[config.mk]
export PLATFORM = sky130hd
export DESIGN_NAME = cla_wide_sequencer_flat
export DESIGN_NICKNAME = d
export VERILOG_FILES = /design/src/rtl/cla_pkg.sv /design/src/rtl/cla_wide_sequencer_if.sv /design/src/rtl/cla_nibble_slice.sv /design/src/rtl/cla_wide_sequencer.sv /design/src/flat_wrapper.sv
export SDC_FILE = /design/constraint.sdc
export NUM_CORES = 1
export LEC_CHECK = 0
export ABC_CLOCK_PERIOD_IN_PS = 2700
export CORE_MARGIN = 5
export CORE_UTILIZATION = 35
export DETAILED_ROUTE_END_ITERATION = 12
export PLACE_DENSITY = 0.54
export SLEW_MARGIN = 10
export SYNTH_ARGS = -nofsm -noshare
export SYNTH_HDL_FRONTEND = slang
export SYNTH_SLANG_ARGS = --single-unit
[constraint.sdc]
create_clock -name clk -period 2.7 [get_ports clk]
set_input_delay 0.27 -clock clk [delete_from_list [all_inputs] [get_ports clk]]
set_output_delay 0.27 -clock clk [all_outputs]
set_load 0.01 [all_outputs]
[src/rtl/cla_pkg.sv]
// Shared types for the nibble-serial CLA sequencer.
// Holds the FSM state encoding and the slice width.
package cla_pkg;

  localparam int NIBBLE_W = 4;

  typedef enum logic [1:0] {
    IDLE = 2'd0,
    RUN  = 2'd1,
    DONE = 2'd2
  } state_t;

endpackage

[src/rtl/cla_wide_sequencer_if.sv]
// Request/result bundle between operand source and sequencer.
// The sequencer side uses the slave modport.
interface cla_wide_sequencer_if #(
  parameter int NIBBLES = 4
);
  localparam int W = 4 * NIBBLES;

  logic         start;
  logic [W-1:0] A;
  logic [W-1:0] B;
  logic         Cin;
  logic         ready;
  logic         busy;
  logic         done;
  logic [W-1:0] sum;
  logic         cout;
  logic         ovf;

  modport master (
    output start, A, B, Cin,
    input  ready, busy, done, sum, cout, ovf
  );

  modport slave (
    input  start, A, B, Cin,
    output ready, busy, done, sum, cout, ovf
  );
endinterface

[src/rtl/cla_nibble_slice.sv]
// Combinational 4-bit carry-lookahead slice.
// Exposes c3 so the caller can derive signed overflow.
module cla_nibble_slice
  import cla_pkg::*;
(
  input  logic [NIBBLE_W-1:0] a,
  input  logic [NIBBLE_W-1:0] b,
  input  logic                ci,
  output logic [NIBBLE_W-1:0] s,
  output logic                c3,
  output logic                co
);

  logic [3:0] g;
  logic [3:0] p;
  logic       c1;
  logic       c2;

  assign g = a & b;
  assign p = a ^ b;

  assign c1 = g[0] | (p[0] & ci);
  assign c2 = g[1] | (p[1] & g[0])
            | (p[1] & p[0] & ci);
  assign c3 = g[2] | (p[2] & g[1])
            | (p[2] & p[1] & g[0])
            | (p[2] & p[1] & p[0] & ci);
  assign co = g[3] | (p[3] & g[2])
            | (p[3] & p[2] & g[1])
            | (p[3] & p[2] & p[1] & g[0])
            | (p[3] & p[2] & p[1] & p[0] & ci);

  assign s = p ^ {c3, c2, c1, ci};

endmodule

[src/rtl/cla_wide_sequencer.sv]
// Nibble-serial wide adder: one CLA slice reused per clock,
// LSB nibble first, carry chained through a register.
module cla_wide_sequencer
  import cla_pkg::*;
#(
  parameter int NIBBLES = 4
) (
  input logic clk,
  input logic rst_n,
  cla_wide_sequencer_if.slave bus
);

  localparam int W  = NIBBLE_W * NIBBLES;
  localparam int IW = (NIBBLES > 1) ? $clog2(NIBBLES) : 1;

  state_t              state;
  logic [IW-1:0]       idx;
  logic [IW:0]         nxt;
  logic                carry;
  logic                primed;
  logic                last;
  logic [W-1:0]        opa;
  logic [W-1:0]        opb;
  logic [NIBBLE_W-1:0] a_nib;
  logic [NIBBLE_W-1:0] b_nib;
  logic [NIBBLE_W-1:0] s;
  logic                c3;
  logic                co;

  assign nxt  = {1'b0, idx} + 1'b1;
  assign last = (idx == IW'(NIBBLES - 1));

  // Slice operands come from registers, keeping the
  // wide nibble mux out of the carry-lookahead path.
  cla_nibble_slice u_slice (
    .a  (a_nib),
    .b  (b_nib),
    .ci (carry),
    .s  (s),
    .c3 (c3),
    .co (co)
  );

  always_ff @(posedge clk or negedge rst_n) begin
    if (!rst_n) begin
      state    <= IDLE;
      bus.ready <= 1'b1;
      bus.busy <= 1'b0;
      bus.done <= 1'b0;
      bus.sum  <= '0;
      bus.cout <= 1'b0;
      bus.ovf  <= 1'b0;
      idx      <= '0;
      carry    <= 1'b0;
      primed   <= 1'b0;
      opa      <= '0;
      opb      <= '0;
      a_nib    <= '0;
      b_nib    <= '0;
    end else begin
      unique case (state)
        IDLE: begin
          if (bus.start) begin
            opa      <= bus.A;
            opb      <= bus.B;
            carry    <= bus.Cin;
            idx      <= '0;
            primed   <= 1'b0;
            bus.sum  <= '0;
            bus.cout <= 1'b0;
            bus.ovf  <= 1'b0;
            bus.ready <= 1'b0;
            bus.busy <= 1'b1;
            state    <= RUN;
          end
        end
        RUN: begin
          if (!primed) begin
            a_nib  <= opa[NIBBLE_W-1:0];
            b_nib  <= opb[NIBBLE_W-1:0];
            primed <= 1'b1;
          end else begin
            bus.sum[idx*NIBBLE_W +: NIBBLE_W] <= s;
            carry <= co;
            if (last) begin
              bus.cout <= co;
              bus.ovf  <= c3 ^ co;
              bus.done <= 1'b1;
              state    <= DONE;
            end else begin
              idx   <= idx + 1'b1;
              a_nib <= opa[nxt*NIBBLE_W +: NIBBLE_W];
              b_nib <= opb[nxt*NIBBLE_W +: NIBBLE_W];
            end
          end
        end
        DONE: begin
          bus.done  <= 1'b0;
          bus.busy  <= 1'b0;
          bus.ready <= 1'b1;
          state     <= IDLE;
        end
        default: state <= IDLE;
      endcase
    end
  end

endmodule

[src/flat_wrapper.sv]
// flat-port wrapper written by rule: the top's interface ports become plain ports
module cla_wide_sequencer_flat import cla_pkg::*;
#(
  parameter int NIBBLES = 4
)
  (clk, rst_n, bus_start, bus_A, bus_B, bus_Cin, bus_ready, bus_busy, bus_done, bus_sum, bus_cout, bus_ovf);
  cla_wide_sequencer_if #(.NIBBLES(NIBBLES)) bus_i ();
  input logic clk;
  input logic rst_n;
  input wire logic [$bits(bus_i.start)-1:0] bus_start;
  input wire logic [$bits(bus_i.A)-1:0] bus_A;
  input wire logic [$bits(bus_i.B)-1:0] bus_B;
  input wire logic [$bits(bus_i.Cin)-1:0] bus_Cin;
  output wire logic [$bits(bus_i.ready)-1:0] bus_ready;
  output wire logic [$bits(bus_i.busy)-1:0] bus_busy;
  output wire logic [$bits(bus_i.done)-1:0] bus_done;
  output wire logic [$bits(bus_i.sum)-1:0] bus_sum;
  output wire logic [$bits(bus_i.cout)-1:0] bus_cout;
  output wire logic [$bits(bus_i.ovf)-1:0] bus_ovf;
  assign bus_i.start = bus_start;
  assign bus_i.A = bus_A;
  assign bus_i.B = bus_B;
  assign bus_i.Cin = bus_Cin;
  assign bus_ready = bus_i.ready;
  assign bus_busy = bus_i.busy;
  assign bus_done = bus_i.done;
  assign bus_sum = bus_i.sum;
  assign bus_cout = bus_i.cout;
  assign bus_ovf = bus_i.ovf;
  cla_wide_sequencer #(.NIBBLES(NIBBLES)) u_core (.clk(clk), .rst_n(rst_n), .bus(bus_i));
endmodule
# After elaboration in Yosys (flattened, before gate mapping)
# Cells that the tools add are included.
[totals]
register_bits = 67
out_inout_bits = 21
[classes]
bitwise_logic = 30
n_reduce_logical = 13
n_mux = 33
eq_ne = 8
shifts = 4
add_sub_neg = 3
[ops]
columns = ["operator", "n"]
rows = [
  ["$neg A4 Y34", 1],
  ["$shift A4 B34 Y16 const A", 1],
  ["$shiftx A4 B34 Y16", 1],
  ["$mux W16", 2],
  ["$pmux W16 S2", 1],
  ["$shiftx A16 B6 Y4", 2],
  ["$and A1 B1 Y1", 16],
  ["$bwmux W16", 1],
  ["$mux W4", 4],
  ["$pmux W1 S2", 7],
  ["$mux W2", 6],
  ["$mux W1", 10],
  ["$or A1 B1 Y1", 10],
  ["$reduce_and A3 Y1", 3],
  ["$pmux W2 S2", 2],
  ["$reduce_and A2 Y1", 4],
  ["$reduce_and A4 Y1", 2],
  ["$xor A4 B4 Y4", 2],
  ["$ne A2 B2 Y1 const B", 3],
  ["$reduce_bool A2 Y1", 3],
  ["$and A4 B4 Y4", 1],
  ["$eq A2 B2 Y1 const B", 2],
  ["$ne A2 B1 Y1 const B", 2],
  ["$add A2 B1 Y3 const B", 1],
  ["4 further kinds", 4],
]

# Longest topological paths before layout
# Gate-level depths: netlist (run 1).
[logic_depth]
word_depth = 10
depth_mapped = 7
depth_no_buf = 6

# By module
# Synthesis (run 1) repeated with hierarchy kept, for this count alone.
[unflattened]
cells_unflattened = 269
hier_area_um2 = 3288.2
[modules_own_cells]
columns = ["mod", "instances", "seq_area_each_um2", "cells_per_inst", "area_each_um2"]
rows = [
  ["cla_wide_sequencer", 1, 1677.9, 251, 3133.0],
  ["cla_nibble_slice", 1, 0.0, 18, 155.1],
]

# Worst setup path after synthesis (run 1)
# OpenSTA, ideal clock, no wires.
[synth_path]
path_type = "reg-to-reg"
start = "register u_core.idx[1]"
end = "register u_core.bus.sum[2]"
t_required_ps = 2634
slack_ps = 840
n_path_buf = 2
arrival_time_ps = 1794
stages_incl_launch_ff = 7
period_less_slack_ps = 1860
cell_sequence = "dfrtp_1 -> buf_2 -> clkbuf_1 -> inv_1 -> ha_1 -> nor4b_2 -> a22o_1"
[synth_via]
elab_chain_cells = 5
word_cells_on_any_way = 6
classes_between = "add/sub: 1; shift: 2; mux: 3"
[synth_rtl]
columns = ["item", "line_no", "source"]
rows = [
  ["from (decl)", "cla_wide_sequencer.sv:17", "logic [IW-1:0] idx;"],
  ["from (signal assigned)", "cla_wide_sequencer.sv:91", "idx <= idx + 1'b1;"],
  ["$neg A4 Y34 *", "cla_wide_sequencer.sv:83", "bus.sum[idx*NIBBLE_W +: NIBBLE_W] <= s;"],
  ["$shiftx A4 B34 Y16 or $shift A4 B34 Y16 (tied branches)", "cla_wide_sequencer.sv:83", ""],
  ["$bwmux W16 *", "cla_wide_sequencer.sv:83", ""],
  ["$mux W16 *", "cla_wide_sequencer.sv:78", "if (!primed) begin"],
  ["$pmux W16 S2 *", "cla_wide_sequencer.sv:61", "unique case (state)"],
  ["to (signal, indexed assignment)", "cla_wide_sequencer.sv:83", ""],
  ["to (decl)", "cla_wide_sequencer_if.sv:26", "output ready, busy, done, sum, cout, ovf"],
]
# Every way passes the cells marked *; elsewhere a longest branch is shown, timed or not. The select of a mux whose other input is x is not followed.
# A chain may end at the register's enable or synchronous reset.

# Worst setup path in the final report (run 1)
[layout_path]
start = "register u_core.idx[0]"
end = "register u_core.bus.sum[13]"
# The elaborated chain is that of the path after synthesis.

==> results of run 1 <==
-- cell usage in the layout (no fill, tap or decap), drive strengths merged, types with 2 or more instances in the layout --
cell type / synthesis / routed
clkdlybuf4s50: 0 / 55
mux2i: 11 / 11
nand2b: 5 / 5
xor2: 2 / 2
dfrtp: 66 / 66
nor3: 2 / 2
nand3: 3 / 3
o2bb2ai: 2 / 2
o211ai: 7 / 7
a21oi: 10 / 10
inv: 9 / 9
a21o: 6 / 6
ha: 12 / 12
buf: 6 / 7
nand3b: 7 / 7
a22o: 18 / 18
clkbuf: 7 / 11
o21ai: 20 / 20
nand2: 21 / 21
nor2: 5 / 5
clkinv: 0 / 3
mux2: 32 / 32
-- layout make-up --
cell class / instances / area [sq um] / area share (%)
clock inverters: 3 / 15.0 / 0.375
inverters: 9 / 33.8 / 0.843
clock buffers: 11 / 151 / 3.78
multi-input cells: 172 / 1370 / 34.2
well taps: 108 / 135 / 3.37
repair buffers: 63 / 623 / 15.6
flip-flops and latches: 67 / 1680 / 41.9
-- power breakdown --
| part | switching (W) | internal [W] |
|---|---|---|
| sequential | 0.000249 | 0.00138 |
| combinational | 0.000981 | 0.000852 |
| clock | 0.000363 | 0.000368 |
-- how the worst max path moves through the flow --
stage | end | depth (start not counted) | start
finish | u_core.bus.sum[13]$_DFFE_PN0P_ | 7 | u_core.idx[0]$_DFFE_PN0P_
CTS | u_core.bus.sum[13]$_DFFE_PN0P_ | 7 | u_core.idx[0]$_DFFE_PN0P_
global route | u_core.bus.sum[14]$_DFFE_PN0P_ | 7 | u_core.idx[0]$_DFFE_PN0P_
detailed placement | u_core.bus.sum[1]$_DFFE_PN0P_ | 5 | bus_start
floorplan | u_core.bus.sum[2]$_DFFE_PN0P_ | 6 | u_core.idx[1]$_DFFE_PN0P_
global placement | u_core.bus.sum[1]$_DFFE_PN0P_ | 5 | bus_start
-- metal layers --
metal	vias up	track usage (%)
met2	54	18.9
met1	1026	17.2
met4	0	5.75
met3	9	3.45
met5	-	0
li1	1062	-
-- kinds of logic after synthesis --
kind of cell,share of synthesized area [%]
simple gates,8.17
xor+xnor,0.837
mux,15.0
fa+ha+maj,5.42
flops,53.5
buf+inv,2.87
compound gates,14.2
-- state kept, by name (all words and copies together), names as in the netlist, 2 cells and up --
signal,cells
u_core.a_nib,4
u_core.b_nib,4
u_core.bus.sum,16
u_core.idx,2
u_core.opa,16
u_core.opb,16
u_core.state,2
-- worst register-to-register path, stage by stage, from the launching register on --
cell,delay (ps)
dfrtp_1,460
buf_4,290
ha_1,300
nand2_1,80
nand2_1,80
buf_4,230
nand2b_1,190
a22o_1,270
-- through the flow --
| step | hold WS, ps | utilization, % | cell area (sq um) |
|---|---|---|---|
| 3_3_place_gp | 322 | 43.9 | 3830 |
| 6_report | 477 | 45.9 | 4010 |
| 3_5_place_dp | 325 | 43.9 | 3830 |
| 4_1_cts | 498 | 45.9 | 4010 |
| 5_1_grt | 519 | 45.9 | 4010 |
| 2_1_floorplan | -25.6 | - | 3140 |
-- timing repair --
item / CTS / global route
hold buffers: 1 / 0
buffers inserted: 0 / 0
gates resized for setup: 0 / 0
endpoints found under the hold margin: 66 / 0
==> impl_metrics.py, run 1 <==
metrics = {
    "pwr": {
        "vdd_drop_max_v": 0.000331,
        "powerDensity_nw_per_um2": 1050,
        "p_total_w": 0.00420,
        "p_leak_nw": 1.73,
    },
    "synthesis": {
        "async_flop_share_pct": 100,
        "synth_most_common_cell": "dfrtp_1",
        "synthFlopType": "dfrtp_1",
        "syn_area_sq_um": 3140,
        "syn_inst": 261,
        "yosys.area.top_type": "dfrtp_1",
        "yosys_register_bits": 67,
        "synth.distinct_cells": 31,
        "ys_top_cells_by_count": "dfrtp_1, mux2_2, nand2_1",
        "avgSynthCellArea_sq_um": 12.0,
        "yosysWarnings": 0,
        "ys_seq_area_share_pct": 53.5,
        "syn_nets": 310,
        "synth_top_area_share_pct": 52.6,
        "synth_edf_count": 0,
        "yosys-top-cells-area": "dfrtp_1, mux2_2, a22o_1, ha_1, mux2i_1",
    },
    "finish": {
        "nets": 371,
        "drive_gt1_share_pct": 17.8,
        "area_delta_synth_final_pct": 27.7,
        "final_cells": 433,
        "fillers": 803,
        "diodes": 0,
    },
    "cts": {
        "cts_tree": "done",
        "clk_pin_slew_ps": 70,
        "cts_buffer_depth": 2,
        "cts_buffers": 9,
        "htree_levels": 3,
        "insertion_delay_ps": 330,
        "clock-sinks": 67,
        "root_buffer": "clkbuf_8",
    },
    "critical_path": {
        "ff2ff_setup_slack_ps": 700,
        "slowest_stage": "dfrtp_1",
        "critPathBufInv": 2,
        "rr_endpoint": "u_core.bus.sum[13]$_DFFE_PN0P_",
        "worstPathCellList": "buf_4 -> ha_1 -> nand2_1 -> nand2_1 -> buf_4 -> nand2b_1 -> a22o_1",
        "path_class": "flip-flop to flip-flop",
        "start_kind": "flip-flop",
        "rr_worst_depth": 7,
        "required_ps": 2920,
        "crit_family": "buffers and inverters",
        "arrival_ps": 2230,
        "max_stage_delay_ps": 460,
        "cp-end-kind": "flip-flop",
        "cp_max_fo": 21,
        "r2r-start": "u_core.idx[0]$_DFFE_PN0P_",
    },
    "hold_path": {
        "min_path_type": "primary input to async pin",
    },
    "floorplanning": {
        "rows": 34,
        "die_y_microns": 105,
        "die_w_microns": 105,
        "die_area_sq_um": 11000,
        "io_pins": 57,
        "core_area_sq_um": 8720,
        "start_util_pct": 36.0,
    },
    "detailed_routing": {
        "dr_total_vias": 2151,
        "drtAntennaViolNets": 0,
        "wl_met1_mm": 3.20,
        "drt_iter0_drc": 74,
        "wl_met3_microns": 351,
        "detail_route.vias_per_cell": 4.97,
        "wl_per_cell_microns": 15.2,
        "wl_met2_mm": 2.91,
        "route.detailed.drc": 0,
        "top_layer_used": "met4",
        "dr.pass1.iters": 4,
        "wl_mm": 6.58,
    },
    "timing": {
        "slew_headroom_pct": 65.4,
        "timing.setup.tns_ps": 0,
        "finalCritPeriodShare_pct": 74.2,
        "setup_ws_ps": 696,
        "setup_viol": 0,
        "drv_slew": 0,
        "fmax_mhz": 499,
        "worst_pin_slew_ps": 515,
        "skew_ps": 3.64,
        "rsz0062_at_grt": "false",
        "period_needed_ps": 2000,
        "finalHoldViolCount": 0,
    },
    "placed_design": {
        "dp_cells": 418,
        "gp_congestion": 0.778,
        "place_ws_ps": 645,
        "port_buffers": 56,
        "dpl.hpwl_mm": 4.62,
    },
    "grt": {
        "grt_max_degree": 68,
        "grt_overflow": 0,
        "grt_pass1_wl_mm": 11.4,
        "grt_usage_pct": 12.7,
        "grt_pass1_vias": 2267,
        "antenna_found_initial": 0,
    },
    "flow_run": {
        "maxCapViolations": 0,
    },
    "outcome": {
        "status": "completed",
    },
}
(Power assumes the default switching activity.)
==> run 2, diff against run 1 <==
Settings changed: ABC_CLOCK_PERIOD_IN_PS 2700 to 2100.
Clock period 2.7 ns to 2.1 ns, I/O delays scaled along.
==> run 2 against run 1 <==
Die area is the same. Critical path type unchanged. Critical path depth shrank 1. Core utilization grew 0.69 points. Sequential share of layout area shrank 0.62 points. Fmax grew 7.6%. Via count grew 1.4%. Critical endpoint is now u_core.bus.sum[2]$_DFFE_PN0P_. Cell count grew 1.2%. Clock skew grew 2.3 ps. Largest power group unchanged. First-iteration DRC count shrank 11%. Non-clock buffer count grew 3.
==> impl_metrics.py, run 2 (synthesis results as in run 1) <==
metrics = {
    "floorplanning": {
        "die_w_microns": 105,
        "core_area_sq_um": 8720,
        "io_pins": 57,
        "die_y_microns": 105,
        "rows": 34,
        "die_area_sq_um": 11000,
        "start_util_pct": 36.0,
    },
    "finish": {
        "area_delta_synth_final_pct": 29.6,
        "reg_top3": "u_core.bus.sum x16, u_core.opa x16, u_core.opb x16",
        "mostFrequentLayoutCell": "dfrtp_1",
        "mostFrequentLayoutCells": "dfrtp_1, clkdlybuf4s50_1, mux2_2",
        "diodes": 0,
        "nets": 374,
        "drive_gt1_share_pct": 18.5,
        "utilization_pct": 46.6,
    },
    "critical_path": {
        "start_kind": "flip-flop",
        "path_class": "flip-flop to flip-flop",
        "rr_worst_depth": 6,
        "ff2ff_setup_slack_ps": 240,
        "cp-end-kind": "flip-flop",
        "required_ps": 2370,
        "arrival_ps": 2140,
        "cp_max_fo": 7,
    },
    "detailed_routing": {
        "dr.pass1.iters": 4,
        "drt_iter0_drc": 66,
        "dr_total_vias": 2181,
        "wl_per_cell_microns": 15.1,
        "wl_mm": 6.63,
        "route.detailed.drc": 0,
        "drtAntennaViolNets": 0,
        "detail_route.vias_per_cell": 4.98,
    },
    "cts": {
        "root_buffer": "clkbuf_8",
        "postCtsSetupBuffers": 0,
        "cts_buffer_depth": 2,
        "clock-sinks": 67,
        "clk_pin_slew_ps": 70,
        "cts_buffers": 9,
        "insertion_delay_ps": 340,
        "cts_tree": "done",
        "htree_levels": 3,
    },
    "hold_path": {
        "min_path_type": "primary input to async pin",
    },
    "placed_design": {
        "gp_congestion": 0.750,
        "dpl.hpwl_mm": 4.72,
        "place_ws_ps": 143,
        "port_buffers": 56,
    },
    "pwr": {
        "powerDensity_nw_per_um2": 1370,
        "vdd_drop_max_v": 0.000495,
        "p_leak_nw": 1.76,
    },
    "grt": {
        "grt_usage_pct": 12.7,
        "grt_pass1_wl_mm": 11.2,
        "antenna_found_initial": 0,
        "grt_pass1_vias": 2191,
        "grt_max_degree": 68,
        "grt_overflow": 0,
    },
    "flow_run": {
        "maxCapViolations": 0,
    },
    "timing": {
        "setup_viol": 0,
        "finalCritPeriodShare_pct": 88.7,
        "rsz0062_at_grt": "false",
        "finalHoldViolCount": 0,
        "period_needed_ps": 1860,
        "skew_ps": 5.91,
        "setup_ws_ps": 237,
        "slew_headroom_pct": 62.6,
        "timing.setup.tns_ps": 0,
        "worst_pin_slew_ps": 546,
        "fmax_mhz": 537,
        "drv_slew": 0,
    },
    "outcome": {
        "status": "completed",
    },
}
==> run 2: cell count changes in the layout (fill, tap and decap cells not counted) <==
cell      before  now
clkinv_2       3    1
buf_12         1    2
clkbuf_8      11   13
buf_4          5    7
clkbuf_1       0    2
==> run 2: power by group <==
part	internal, W	switching (W)	leakage, nW	total, W
Sequential	0.00178	0.000304	0.825	0.00208
Clock	0.000558	0.000471	0.0997	0.00103
Combinational	0.00115	0.00129	0.840	0.00244
==> run 2: final cells by class <==
| class | count | area, sq um |
|---|---|---|
| fill | 801 | 4650 |
| sequential | 67 | 1680 |
| multi-input combinational | 172 | 1370 |
| timing repair buffer | 66 | 658 |
| clock buffer | 15 | 186 |
| tap | 108 | 135 |
| inverter | 9 | 33.8 |
| clock inverter | 1 | 5.00 |
==> run 2: worst paths after layout <==
path / from / to
max: u_core.state[0]$_DFFE_PN0P_ / u_core.bus.sum[2]$_DFFE_PN0P_
min reg2reg: u_core.bus.ovf$_DFFE_PN0P_ / u_core.bus.ovf$_DFFE_PN0P_
min: rst_n / u_core.bus.sum[4]$_DFFE_PN0P_
max reg2reg: u_core.state[0]$_DFFE_PN0P_ / u_core.bus.sum[2]$_DFFE_PN0P_
max in group asynchronous: rst_n / u_core.bus.ready$_DFFE_PN1P_
min in group clk: bus_B[12] / u_core.opb[12]$_DFFE_PN0P_
==> run 2: what timing repair did <==
item / 4_1_cts / 5_1_grt
hold endpoints to repair: 66 / 0
hold buffers: 1 / 0
resized for setup: 0 / 0
==> run 2: metrics by stage <==
stage	hold slack, ps	std cells	power, W	cell area [sq um]
after floorplan	-85.6	261	0.00380	3140
after global placement	263	421	0.00455	3860
after detailed placement	260	421	0.00458	3860
after CTS	430	438	0.00563	4070
after global routing	455	438	0.00602	4070
final	414	438	0.00555	4070
==> run 2: metal layers <==
metal  track usage (%)  vias up  wire length [microns]
li1                  -     1077                      -
met1              17.7     1043                   3320
met2              18.2       50                   2880
met3              3.88       11                    308
met4              5.30        0                    125
met5                 0        -                      0
==> run 2: worst max-delay path, cell delays in order, from the launching register on <==
cell	delay [ps]
dfrtp_1	370
inv_1	70
ha_1	260
nand2b_1	260
nand3_1	230
nor4b_2	420
a22o_1	200
